--- config.mk ---
export PLATFORM = sky130hd
export DESIGN_NAME = unified_mem_arbiter
export DESIGN_NICKNAME = d
export VERILOG_FILES = /design/src/rtl/cpu_pkg.sv /design/src/rtl/arb_wait_timer.sv /design/src/rtl/unified_mem_arbiter.sv
export SDC_FILE = /design/constraint.sdc
export NUM_CORES = 1
export LEC_CHECK = 0
export CAP_MARGIN = 20
export CORE_UTILIZATION = 34
export CTS_BUF_LIST = sky130_fd_sc_hd__clkbuf_8
export CTS_CLUSTER_DIAMETER = 150
export CTS_CLUSTER_SIZE = 20
export DETAILED_ROUTE_END_ITERATION = 7
export GPL_ROUTABILITY_DRIVEN = 0
export GPL_TIMING_DRIVEN = 0
export PLACE_DENSITY_LB_ADDON = 0.2
export SYNTH_ARGS = -nofsm -noshare
export SYNTH_HDL_FRONTEND = slang
export SYNTH_HIERARCHICAL = 1
export SYNTH_SLANG_ARGS = --single-unit
--- constraint.sdc ---
create_clock -name clk -period 2.15 [get_ports clk]
set_clock_uncertainty 0.15 [all_clocks]
set_input_delay 0.645 -clock clk [delete_from_list [all_inputs] [get_ports clk]]
set_output_delay 0.645 -clock clk [all_outputs]
set_load 0.02 [all_outputs]
--- src/rtl/cpu_pkg.sv ---
// Shared definitions for the unified memory arbiter: state encoding and
// the default completion timeout.
package cpu_pkg;

  localparam int unsigned ARB_TIMEOUT_DEFAULT = 64;

  typedef enum logic [2:0] {
    IDLE,
    ISSUE_I,
    WAIT_I,
    ISSUE_D,
    WAIT_D
  } arb_state_t;

endpackage

--- src/rtl/arb_wait_timer.sv ---
// Wait-cycle counter for the arbiter: cleared at issue, counts cycles spent
// waiting for memory, and flags expiry once TIMEOUT-1 is reached.
module arb_wait_timer #(
  parameter int unsigned TIMEOUT = cpu_pkg::ARB_TIMEOUT_DEFAULT,
  parameter int unsigned CW      = $clog2(TIMEOUT + 1)
) (
  input  logic clk,
  input  logic reset,
  input  logic clear,
  input  logic enable,
  output logic expired
);

  localparam logic [CW-1:0] LAST = CW'(TIMEOUT - 1);

  logic [CW-1:0] count;

  // Saturates at LAST so a missed exit can never wrap back to zero.
  always_ff @(posedge clk or negedge reset) begin
    if (!reset) begin
      count <= '0;
    end else if (clear) begin
      count <= '0;
    end else if (enable && !expired) begin
      count <= count + CW'(1);
    end
  end

  assign expired = (count == LAST);

endmodule

--- src/rtl/unified_mem_arbiter.sv ---
// Arbitrates the fetch and memory stages onto one single-port memory, one
// transaction at a time, with data-port priority and a completion timeout.
module unified_mem_arbiter
  import cpu_pkg::*;
#(
  parameter int unsigned AW      = 32,
  parameter int unsigned DW      = 32,
  parameter int unsigned TIMEOUT = ARB_TIMEOUT_DEFAULT
) (
  input  logic          clk,
  input  logic          reset,
  input  logic          if_req,
  input  logic [AW-1:0] if_addr,
  output logic [DW-1:0] if_rdata,
  output logic          if_ack,
  input  logic          d_req,
  input  logic          d_we,
  input  logic [AW-1:0] d_addr,
  input  logic [DW-1:0] d_wdata,
  output logic [DW-1:0] d_rdata,
  output logic          d_ack,
  output logic          mem_req,
  output logic          mem_we,
  output logic [AW-1:0] mem_addr,
  output logic [DW-1:0] mem_wdata,
  input  logic [DW-1:0] mem_rdata,
  input  logic          mem_done,
  output logic          stall_F,
  output logic          stall_M,
  output logic          err
);

  localparam int unsigned CW = $clog2(TIMEOUT + 1);

  arb_state_t state;
  logic       in_wait_i;
  logic       in_wait_d;
  logic       waiting;
  logic       expired;
  logic       timed_out;
  logic       finish;

  assign in_wait_i = (state == WAIT_I);
  assign in_wait_d = (state == WAIT_D);
  assign waiting   = in_wait_i | in_wait_d;
  assign timed_out = waiting & ~mem_done & expired;
  assign finish    = waiting & (mem_done | expired);

  arb_wait_timer #(
    .TIMEOUT (TIMEOUT),
    .CW      (CW)
  ) u_timer (
    .clk     (clk),
    .reset   (reset),
    .clear   ((state == ISSUE_I) | (state == ISSUE_D)),
    .enable  (waiting & ~mem_done),
    .expired (expired)
  );

  // A flushed fetch still lets the memory finish, but its ack is swallowed.
  assign if_ack   = in_wait_i & finish & if_req;
  assign d_ack    = in_wait_d & finish;
  assign if_rdata = (if_ack && !timed_out) ? mem_rdata : '0;
  assign d_rdata  = (d_ack && !timed_out) ? mem_rdata : '0;
  assign stall_F  = if_req & ~if_ack;
  assign stall_M  = d_req & ~d_ack;

  always_ff @(posedge clk or negedge reset) begin
    if (!reset) begin
      state     <= IDLE;
      mem_req   <= 1'b0;
      mem_we    <= 1'b0;
      mem_addr  <= '0;
      mem_wdata <= '0;
      err       <= 1'b0;
    end else begin
      mem_req <= 1'b0;
      case (state)
        IDLE: begin
          if (d_req) begin
            state     <= ISSUE_D;
            mem_req   <= 1'b1;
            mem_we    <= d_we;
            mem_addr  <= d_addr;
            mem_wdata <= d_wdata;
          end else if (if_req) begin
            state    <= ISSUE_I;
            mem_req  <= 1'b1;
            mem_we   <= 1'b0;
            mem_addr <= if_addr;
          end
        end
        ISSUE_I: state <= WAIT_I;
        ISSUE_D: state <= WAIT_D;
        // On completion only the opposite port is considered; the finishing
        // port's request is still asserted this cycle and must not re-win.
        WAIT_I: begin
          if (timed_out) begin
            err   <= 1'b1;
            state <= IDLE;
          end else if (mem_done) begin
            if (d_req) begin
              state     <= ISSUE_D;
              mem_req   <= 1'b1;
              mem_we    <= d_we;
              mem_addr  <= d_addr;
              mem_wdata <= d_wdata;
            end else begin
              state <= IDLE;
            end
          end
        end
        WAIT_D: begin
          if (timed_out) begin
            err   <= 1'b1;
            state <= IDLE;
          end else if (mem_done) begin
            if (if_req) begin
              state    <= ISSUE_I;
              mem_req  <= 1'b1;
              mem_we   <= 1'b0;
              mem_addr <= if_addr;
            end else begin
              state <= IDLE;
            end
          end
        end
        default: state <= IDLE;
      endcase
    end
  end

endmodule
==> results.toml <==
[run_status]
status = "complete, but fails checks"
violations = "setup timing"

[detailed_routing]
ant_nets = 0
drt_first_iter_violations = 174
route.detailed.drc = 0
wl_um = 15200
wl_per_cell_um = 17.8
routed_via_density = 4.86
vias = 4153
drt_first_pass_iters = 4

[pwr]
combPwrFrac_pct = 62.1
seqPwrFrac_pct = 25.5
power_leakage_nw = 4.18
p_int_w = 0.00609
total_power_w = 0.00978
switchingPower_w = 0.00369
ir_worst_vdd_mv = 0.884
clkPwrFrac_pct = 12.4
swShare_pct = 37.8
p_per_area_mw_per_mm2 = 1170

[setup_path]
crit_path_max_fanout = 4
slowest_stage = "dfrtp_1"
cp_num_buf_inv = 2
crit_family = "simple AND/OR/NAND/NOR gates"
crit_path_start_kind = "flip-flop"
rr_worst_depth = 7
path_cells = "ha_4 > nand2_4 > or3_4 > inv_4 > nor2_4 > o31a_1 > buf_6"
endpoint = "stall_F"
end_kind = "output pin"
required_ns = 1.35
cp_data_arrival_time_ns = 1.82
path_depth = 7
max_stage_delay_ns = 0.40
path_class = "reg2out"
rr_startpoint = "state[0]"
rrSetupSlack_ns = -0.10
startpoint = "u_timer/count[0]"
r2r_end = "u_timer/count[5]"

[sta]
fin_crit_sh_pct = 122
worst_slack_ns = -0.465
rsz0062_at_grt = "yes"
setup_tns_ns = -25.78
finalMaxSlewViolations = 0
fmax_mhz = 382
setup_violations = 76
tightest_slew_ns = 0.552
relSlewSlack_pct = 62.9
min_period_ns = 2.62
hold_violations = 0
hold_slack_ns = 0.0589

[clock_tree]
clockBufferDepth = 2
cts_tree = "built"
clock_sinks = 77
clk_pin_slew_worst_paths_ns = 0.08
insertion_delay_ns = 0.35
h-tree-depth = 3
cts_made_buffers = 9
root_buffer = "clkbuf_8"
hold_buffers = 0

[synth]
synthFlopType = "dfrtp_1"
synthTopCellsByCount = "77 x dfrtp_1, 64 x and2_1, 37 x inv_1, 34 x mux2_2, 25 x o21ai_0"
syn_inst = 380
ys_async_sr_fraction_pct = 100
ys_types = 48
seq_area_frac_synth_pct = 47.8
yosysMostFrequentCell = "dfrtp_1"
synth_edf_count = 0
netlist.area_leader.share_pct = 47.8
netlist_area_mm2 = 0.00403
synthTopCellsByArea = "dfrtp_1 48%, and2_1 9.9%, mux2_2 9.5%, a22oi_1 4.5%, inv_1 3.4%"
ys_seq_elements = 77
ys_warn_count = 6
synth_top_area_cell = "dfrtp_1"
synth_area_per_cell_um2 = 10.6
syn_nets = 515

[flow_run]
max_cap_viol_count = 0

[hold_path]
hold_path_class = "in2async"

[cells_and_area]
fillers = 767
post-route-util_pct = 72.8
multi_input_area_mm2 = 0.00217
area_growth_syn_to_layout_pct = 107
drive_gt1_share_pct = 40.7
seqCellArea_mm2 = 0.00193
diodes = 0
fin_nets = 843

[die]
fp.dieH_um = 111
die-area_mm2 = 0.0123
die_w_um = 111
core_mm2 = 0.0115
ioPinCount = 269
rows = 39
initial_core_util_pct = 35.2

[grt]
use_met2_pct = 43.2
grt_util_met1_pct = 24.5
grt_usage_pct = 23.2
grt_max_degree = 52
grt-busiest-layer = "met2"
antenna_found_initial = 0
grt_util_met3_pct = 8.15
grt_pass1_vias = 4328
grt_overflow = 0
grt_pass1_wl_um = 22400

[place]
dpl.hpwl_um = 10500
io_buffer_count = 268
==> power by group through the flow <==
stage | Combinational, W | Clock [W] | Sequential (W)
final | 0.00608 | 0.00121 | 0.00249
after detailed placement | 0.00497 | 0 | 0.00249
after CTS | 0.00550 | 0.00123 | 0.00248
after floorplan | 0.00200 | 0 | 0.00322
after global routing | 0.00640 | 0.00130 | 0.00256
after global placement | 0.00487 | 0 | 0.00246
==> cell usage in the layout (no fill, tap or decap), drive strengths merged, types with 13 or more instances in the layout <==
| cell | instances |
|---|---|
| dlymetal6s2s | 44 |
| dfrtp | 77 |
| and2 | 65 |
| clkbuf | 23 |
| inv | 39 |
| buf | 132 |
| o21ai | 26 |
| a22oi | 24 |
| mux2 | 42 |
| nor2 | 14 |
| clkdlybuf4s50 | 147 |
| nand2b | 13 |
==> how the worst min path moves through the flow <==
| stage | from | end |
|---|---|---|
| detailed placement | err | err |
| global placement | err | err |
| CTS | reset | mem_addr[9] |
| floorplan | reset | err |
| finish | reset | mem_addr[9] |
| global route | reset | u_timer/count[2] |
==> logic make-up after synthesis <==
kind of cell               share of synthesized area [%]
muxes                                               12.8
DFF                                                 47.8
AOI/OAI and AO/OA                                   15.8
adders and majority gates                          0.310
xor gates and xnor gates                           0.217
buffers and inverters                               7.32
and+or+nand+nor                                     15.9
==> metrics by stage <==
stage | cell area (µm²) | setup slack [ns] | instances
after floorplan | 4150 | -0.0823 | 380
after global placement | 7010 | -2.49 | 791
after global routing | 8350 | -0.557 | 855
final | 8350 | -0.465 | 855
after CTS | 7840 | -0.479 | 836
after detailed placement | 7040 | -1.53 | 792
==> layout make-up <==
class                   instances  share of cell area [%]
multi-input cells             239                    26.0
flip-flops and latches         77                    23.1
repair buffers                318                    41.2
well taps                     143                    2.14
plain buffers                  25                    3.19
clock inverters                 5                   0.914
inverters                      38                    1.74
clock buffers                  10                    1.65
==> routing by layer <==
layer / vias up / wire, µm
met2: 199 / 8250
met1: 1979 / 5410
met4: 0 / 221
li1: 1959 / -
met5: - / 0
met3: 16 / 1290
==> what timing repair did <==
item | 4_1_cts | 5_1_grt
gates resized for setup | 527 | 110
setup buffers | 23 | 16
pin swaps | 71 | 15
endpoints found under the setup margin | 140 | 162
cloned | 6 | 4
==> state kept, by name, summed over array words and instances, names as in the netlist <==
register       cells
err                1
mem_addr          32
mem_req            1
mem_wdata         32
mem_we             1
state              3
u_timer/count      7
Power figures use the tool's default switching activity.
